[src/rtl/md_pkg.sv]
// Shared definitions for the HI/LO multiply/divide unit: op codes, FSM
// state encoding, default operand width and an op-class helper.
package md_pkg;

  localparam int MD_WIDTH = 32;

  localparam logic [2:0] MD_MULT  = 3'd0;
  localparam logic [2:0] MD_MULTU = 3'd1;
  localparam logic [2:0] MD_DIV   = 3'd2;
  localparam logic [2:0] MD_DIVU  = 3'd3;
  localparam logic [2:0] MD_MTHI  = 3'd4;
  localparam logic [2:0] MD_MTLO  = 3'd5;

  typedef enum logic [1:0] {
    S_IDLE = 2'd0,
    S_CALC = 2'd1,
    S_FIX  = 2'd2
  } md_state_t;

  // True for the ops that run through the iterative datapath.
  function automatic logic is_iter_op(input logic [2:0] op);
    return (op == MD_MULT) || (op == MD_MULTU) || (op == MD_DIV) || (op == MD_DIVU);
  endfunction

  // True for the ops that interpret operands as two's complement.
  function automatic logic is_signed_op(input logic [2:0] op);
    return (op == MD_MULT) || (op == MD_DIV);
  endfunction

  // True for the divide ops.
  function automatic logic is_div_op(input logic [2:0] op);
    return (op == MD_DIV) || (op == MD_DIVU);
  endfunction

endpackage

[src/rtl/md_iter_step.sv]
// One radix-2 iteration of the magnitude datapath.
// Multiply: acc = {partial_hi, multiplier}; add operand to the upper half when
//   the current multiplier bit is set, then shift the whole pair right.
// Divide: acc = {remainder, dividend/quotient}; shift left, try subtracting the
//   divisor from the widened remainder and restore on borrow.
module md_iter_step
  import md_pkg::*;
#(
  parameter int WIDTH = MD_WIDTH
) (
  input  logic               is_div,
  input  logic [2*WIDTH-1:0] acc,
  input  logic [WIDTH-1:0]   operand,
  output logic [2*WIDTH-1:0] acc_next
);

  logic [WIDTH:0]   mul_sum;
  logic [WIDTH:0]   div_shifted;
  logic             div_ge;
  logic [WIDTH-1:0] div_diff;
  logic [WIDTH-1:0] div_rem;

  // Compute both candidate next accumulators and select by mode.
  always_comb begin
    // Upper half plus multiplicand keeps its carry, which becomes the new MSB.
    mul_sum     = {1'b0, acc[2*WIDTH-1:WIDTH]} + (acc[0] ? {1'b0, operand} : '0);

    // Remainder shifted left with the next dividend bit; one extra bit so the
    // compare against a divisor up to 2^WIDTH-1 cannot overflow.
    div_shifted = {acc[2*WIDTH-1:WIDTH], acc[WIDTH-1]};
    div_ge      = (div_shifted >= {1'b0, operand});
    // When the subtraction succeeds the true difference fits in WIDTH bits,
    // so modular WIDTH-bit arithmetic gives the exact result.
    div_diff    = div_shifted[WIDTH-1:0] - operand;
    div_rem     = div_ge ? div_diff : div_shifted[WIDTH-1:0];

    if (is_div) begin
      acc_next = {div_rem, acc[WIDTH-2:0], div_ge};
    end else begin
      acc_next = {mul_sum, acc[WIDTH-1:1]};
    end
  end

endmodule

[src/rtl/muldiv_unit.sv]
// Multi-cycle HI/LO multiply/divide unit in the EX stage. Handles
// MULT/MULTU/DIV/DIVU iteratively on magnitudes, applies signs in a final FIX
// cycle, and executes MTHI/MTLO in one cycle. Raises md_stall toward the
// hazard unit when an ID-stage HI/LO user would collide with an op in flight.
module muldiv_unit
  import md_pkg::*;
#(
  parameter int WIDTH = MD_WIDTH
) (
  input  logic             clk,
  input  logic             rst_n,
  input  logic             md_start_ex,
  input  logic [2:0]       md_op_ex,
  input  logic [WIDTH-1:0] src_a_ex,
  input  logic [WIDTH-1:0] src_b_ex,
  input  logic             md_use_id,
  output logic [WIDTH-1:0] hi,
  output logic [WIDTH-1:0] lo,
  output logic             md_busy,
  output logic             md_stall
);

  localparam int CW = (WIDTH > 1) ? $clog2(WIDTH) : 1;

  md_state_t          state_reg, state_next;
  logic [CW-1:0]      count_reg, count_next;
  logic [2*WIDTH-1:0] acc_reg, acc_next;
  logic [WIDTH-1:0]   operand_reg, operand_next;
  logic               is_div_reg, is_div_next;
  logic               neg_res_reg, neg_res_next;
  logic               neg_rem_reg, neg_rem_next;
  logic               b_zero_reg, b_zero_next;
  logic [WIDTH-1:0]   hi_reg, hi_next;
  logic [WIDTH-1:0]   lo_reg, lo_next;

  logic [2*WIDTH-1:0] step_acc;
  logic               a_neg;
  logic               b_neg;
  logic [WIDTH-1:0]   a_mag;
  logic [WIDTH-1:0]   b_mag;
  logic [2*WIDTH-1:0] fixed_prod;
  logic [WIDTH-1:0]   fixed_quot;
  logic [WIDTH-1:0]   fixed_rem;

  md_iter_step #(
    .WIDTH (WIDTH)
  ) u_step (
    .is_div   (is_div_reg),
    .acc      (acc_reg),
    .operand  (operand_reg),
    .acc_next (step_acc)
  );

  // Operand magnitudes and sign-corrected results. Negating the most-negative
  // value wraps to 2^(WIDTH-1), which is exactly its magnitude as unsigned.
  always_comb begin
    a_neg      = is_signed_op(md_op_ex) & src_a_ex[WIDTH-1];
    b_neg      = is_signed_op(md_op_ex) & src_b_ex[WIDTH-1];
    a_mag      = a_neg ? (~src_a_ex + 1'b1) : src_a_ex;
    b_mag      = b_neg ? (~src_b_ex + 1'b1) : src_b_ex;
    fixed_prod = neg_res_reg ? (~acc_reg + 1'b1) : acc_reg;
    fixed_quot = neg_res_reg ? (~acc_reg[WIDTH-1:0] + 1'b1) : acc_reg[WIDTH-1:0];
    fixed_rem  = neg_rem_reg ? (~acc_reg[2*WIDTH-1:WIDTH] + 1'b1) : acc_reg[2*WIDTH-1:WIDTH];
  end

  // Next-state and datapath-load decisions for the IDLE/CALC/FIX sequence.
  always_comb begin
    state_next   = state_reg;
    count_next   = count_reg;
    acc_next     = acc_reg;
    operand_next = operand_reg;
    is_div_next  = is_div_reg;
    neg_res_next = neg_res_reg;
    neg_rem_next = neg_rem_reg;
    b_zero_next  = b_zero_reg;
    hi_next      = hi_reg;
    lo_next      = lo_reg;

    case (state_reg)
      S_IDLE: begin
        if (md_start_ex) begin
          if (md_op_ex == MD_MTHI) begin
            hi_next = src_a_ex;
          end else if (md_op_ex == MD_MTLO) begin
            lo_next = src_a_ex;
          end else if (is_iter_op(md_op_ex)) begin
            // Both modes start from {0, |a|} with |b| as the step operand.
            acc_next     = {{WIDTH{1'b0}}, a_mag};
            operand_next = b_mag;
            is_div_next  = is_div_op(md_op_ex);
            neg_res_next = a_neg ^ b_neg;
            neg_rem_next = a_neg;
            b_zero_next  = (src_b_ex == '0);
            count_next   = CW'(WIDTH - 1);
            state_next   = S_CALC;
          end
        end
      end

      S_CALC: begin
        acc_next = step_acc;
        if (count_reg == '0) begin
          state_next = S_FIX;
        end else begin
          count_next = count_reg - 1'b1;
        end
      end

      S_FIX: begin
        if (is_div_reg) begin
          // With a zero divisor the restoring loop leaves |a| as remainder,
          // and the remainder sign fix turns that back into the dividend.
          lo_next = b_zero_reg ? {WIDTH{1'b1}} : fixed_quot;
          hi_next = fixed_rem;
        end else begin
          lo_next = fixed_prod[WIDTH-1:0];
          hi_next = fixed_prod[2*WIDTH-1:WIDTH];
        end
        state_next = S_IDLE;
      end

      default: begin
        state_next = S_IDLE;
      end
    endcase
  end

  // State and datapath registers; reset aborts any op in flight.
  always_ff @(posedge clk) begin
    if (!rst_n) begin
      state_reg   <= S_IDLE;
      count_reg   <= '0;
      acc_reg     <= '0;
      operand_reg <= '0;
      is_div_reg  <= 1'b0;
      neg_res_reg <= 1'b0;
      neg_rem_reg <= 1'b0;
      b_zero_reg  <= 1'b0;
      hi_reg      <= '0;
      lo_reg      <= '0;
    end else begin
      state_reg   <= state_next;
      count_reg   <= count_next;
      acc_reg     <= acc_next;
      operand_reg <= operand_next;
      is_div_reg  <= is_div_next;
      neg_res_reg <= neg_res_next;
      neg_rem_reg <= neg_rem_next;
      b_zero_reg  <= b_zero_next;
      hi_reg      <= hi_next;
      lo_reg      <= lo_next;
    end
  end

  // Outputs: busy spans CALC through FIX; stall also covers the accept cycle.
  always_comb begin
    hi       = hi_reg;
    lo       = lo_reg;
    md_busy  = (state_reg != S_IDLE);
    md_stall = md_use_id & (md_busy | (md_start_ex & is_iter_op(md_op_ex)));
  end

endmodule
[config.mk]
export PLATFORM = sky130hd
export DESIGN_NAME = muldiv_unit
export DESIGN_NICKNAME = d
export VERILOG_FILES = /design/src/rtl/md_pkg.sv /design/src/rtl/md_iter_step.sv /design/src/rtl/muldiv_unit.sv
export SDC_FILE = /design/constraint.sdc
export NUM_CORES = 1
export LEC_CHECK = 0
export BUFFER_PORTS_ARGS = -buffer_cell sky130_fd_sc_hd__buf_2
export CORE_MARGIN = 8
export CORE_UTILIZATION = 45
export DETAILED_ROUTE_END_ITERATION = 7
export GPL_TIMING_DRIVEN = 1
export PLACE_DENSITY = 0.63
export SYNTH_ARGS = -nofsm -noshare
export SYNTH_HDL_FRONTEND = slang
export SYNTH_HIERARCHICAL = 1
export SYNTH_SLANG_ARGS = --single-unit
[constraint.sdc]
create_clock -name clk -period 3.78 [get_ports clk]
set_input_delay 0.756 -clock clk [delete_from_list [all_inputs] [get_ports clk]]
set_output_delay 0.756 -clock clk [all_outputs]
set_load 0.01 [all_outputs]
==> results.py <==
metrics = {
    "layout": {
        "mostFrequentLayoutCells": "dfxtp_1, nor2_1, a21oi_1",
        "area_delta_synth_final_pct": 14.7,
        "drive_gt1_frac": 0.176,
        "fin_nets": 2072,
        "largest_reg_flops": 64,
        "layout_commonest_cell": "dfxtp_1",
        "fillers": 3060,
    },
    "setup_path": {
        "crit_required_ps": 4130,
        "worstPathMaxFanout": 3,
        "critPathMaxStageDelay_ps": 420,
        "worstSetupStartpointType": "flip-flop",
        "crit_arrival_ps": 3930,
        "worstSetupPathType": "flip-flop to flip-flop",
        "cp-end-kind": "flip-flop",
        "crit_family": "compound AO/OA/AOI/OAI gates",
        "critPathSlowestCell": "fa_1",
        "path_buf_inv": 0,
        "crit_path_cell_trace": "and2_1, ha_1, fa_1, a211oi_1, nor4_1, nor3_2, nor3_1, o221a_2, a221o_1, a22oi_1, a21boi_0, o32a_1, a22o_1",
    },
    "logic_synthesis": {
        "ys_warn_count": 6,
        "synthCells": 1790,
        "yosysSeqAreaShare": 0.242,
        "synth_edf_count": 0,
        "async_flop_share": 0,
        "ys_types": 84,
        "synth.net_count": 1933,
        "syn_area_um2": 14200,
        "ys_seq_elements": 171,
        "yosys_most_used_dff": "dfxtp_1",
        "syn_avg_cell_area_um2": 7.91,
    },
    "route": {
        "firstDrtPassIters": 8,
        "drt_wl_total_mm": 51.4,
        "drt_iter0_markers": 1673,
        "drc": 0,
        "dr_total_vias": 15000,
        "avgRoutedWirePerCell_um": 21.9,
        "ant_nets": 0,
        "viasPerCell": 6.38,
    },
    "power": {
        "share_seq_of_total_power": 0.374,
        "p_leak_uw": 0.00668,
        "power_frac_clock": 0.336,
        "vdd_drop_max_mv": 0.330,
        "sw_frac_of_total": 0.351,
        "p_sw_uw": 1890,
        "p_per_area_nw_per_um2": 332,
        "power.internal_uw": 3500,
        "total_power_uw": 5390,
        "p_comb_frac": 0.290,
    },
    "timing": {
        "period_share": 0.948,
        "rsz0062_at_grt": "no",
        "setup_tns_ps": 0,
        "fin_worst_skew_ps": 16.6,
        "setup_viol": 0,
        "fin_crit_ps": 3580,
        "slew_violations": 0,
        "fmaxAchievable_mhz": 279,
        "tightest_slew_ps": 871,
        "relSlewSlack": 0.419,
        "hold_viol": 0,
    },
    "global_route": {
        "grt_pass1_vias": 14000,
        "antenna_found_initial": 0,
        "grt_pass1_wl_mm": 80.0,
        "grtUsageTotal": 0.264,
        "grt.overflow.total": 0,
        "grt_max_degree": 96,
    },
    "clock_network": {
        "cts_made_buffers": 17,
        "cts.htree.levels": 4,
        "cts_sinks": 171,
        "cts_tree": "built",
        "clk_pin_slew_ps": 70,
        "clk_latency_ps": 460,
        "cts_resized": 0,
        "clockBufferDepth": 2,
        "clockRootBuffer": "clkbuf_16",
    },
    "floorplanning": {
        "fp-row-count": 65,
        "die_w_um": 193,
        "initial_core_util": 0.452,
        "core_area_um2": 31300,
        "die-area_um2": 37400,
        "chipHeight_um": 193,
        "io_pins": 137,
    },
    "run_status": {
        "status": "complete, no violations",
    },
    "hold_path": {
        "hold_class": "flip-flop to flip-flop",
    },
    "placement": {
        "port_buffers": 136,
        "hpwlAfterDp_mm": 39.0,
        "gp_congestion": 0.972,
    },
    "job": {
        "drv_cap": 0,
    },
}
-- cell usage after synthesis (all sizes together) (6+ instances only) --
cell type | count | share of area
ha | 70 | 0.062
a21oi | 145 | 0.052
o31ai | 30 | 0.016
a211oi | 26 | 0.014
a222oi | 26 | 0.018
o21a | 7 | 0.0037
inv | 68 | 0.018
mux2i | 54 | 0.038
nor2 | 147 | 0.039
clkbuf | 97 | 0.026
nand3 | 31 | 0.011
mux2 | 33 | 0.026
a311oi | 8 | 0.0071
o211ai | 26 | 0.014
or4 | 17 | 0.0095
o41ai | 15 | 0.0093
nand4 | 14 | 0.0066
a31oi | 21 | 0.0093
a221oi | 33 | 0.020
xnor2 | 80 | 0.049
or2 | 8 | 0.0035
or3 | 25 | 0.011
nor2b | 7 | 0.0031
nor4 | 32 | 0.015
a22oi | 6 | 0.0032
and3 | 11 | 0.0049
o21ai | 104 | 0.037
dfxtp | 171 | 0.24
and2 | 40 | 0.018
a21o | 28 | 0.015
xor2 | 78 | 0.048
a41oi | 6 | 0.0050
nand2b | 13 | 0.0057
o22ai | 14 | 0.0066
nand2 | 118 | 0.031
a22o | 35 | 0.022
o221ai | 22 | 0.014
buf | 19 | 0.0087
o21bai | 10 | 0.0061
nor3 | 46 | 0.017
-- through the flow --
stage                     instances  worst slack (ps)  hold WS, ps  instance area (µm²)  utilization
after floorplan                1790               429          448                14200            -
after CTS                      2343               243          478                16200        0.519
after detailed placement       2311               248          467                15700        0.500
after global placement         2311               294          457                15700        0.500
final                          2345               196          473                16300        0.519
after global routing           2344              52.0          514                16300        0.519
-- repair_timing --
action / CTS / global route
setup buffers: 0 / 0
endpoints found under the setup margin: 0 / 11
hold buffers: 0 / 0
-- power by group through the flow --
stage / clock [µW] / combinational, µW / sequential [µW]
finish: 1810 / 1570 / 2020
global placement: 0 / 1500 / 2050
global route: 1910 / 1700 / 2030
detailed placement: 0 / 1520 / 2050
floorplan: 0 / 1010 / 2030
CTS: 1830 / 1530 / 2010
-- worst min-delay path, stage by stage, from the launching register on --
cell and delay, ps:
dfxtp_1 310, nand3_1 60, a21oi_1 60
-- logic make-up (layout without fill, tap and decap cells) --
kind of cell               Yosys count  after routing  share of synthesized area
AOI/OAI and AO/OA                  591            591                      0.292
xor gates and xnor gates           158            158                     0.0977
adders and majority gates           72             72                     0.0646
buffers and inverters              184            335                     0.0524
DFF                                171            171                      0.242
muxes                               87             87                     0.0646
other                                0              1                          0
and+or+nand+nor                    527            528                      0.187
-- final timing paths --
kind | start | endpoint | slack (ps) | cells after the start
min reg2reg | lo[16] | lo[16] | 470 | 2
max reg2reg | operand_reg[0] | acc_reg[63] | 200 | 13
min | lo[16] | lo[16] | 470 | 2
max | operand_reg[0] | acc_reg[63] | 200 | 13
-- layout make-up --
type / count / area, µm² / area share
multi-input cells: 1436 / 10000 / 0.617
clock inverters: 11 / 135 / 0.00831
clock buffers: 21 / 450 / 0.0277
diodes: 1 / 2.50 / 0.000154
inverters: 68 / 255 / 0.0157
flip-flops and latches: 171 / 3430 / 0.211
well taps: 402 / 503 / 0.0309
repair buffers: 235 / 1450 / 0.0891
-- per-layer routing --
layer	vias up	GRT usage	routed length, µm
li1	7026	-	-
met1	7153	0.369	23200
met2	718	0.392	21800
met3	75	0.0705	5230
met4	0	0.0741	1170
met5	-	0	0
No activity file was read; power rests on OpenSTA's default activity.
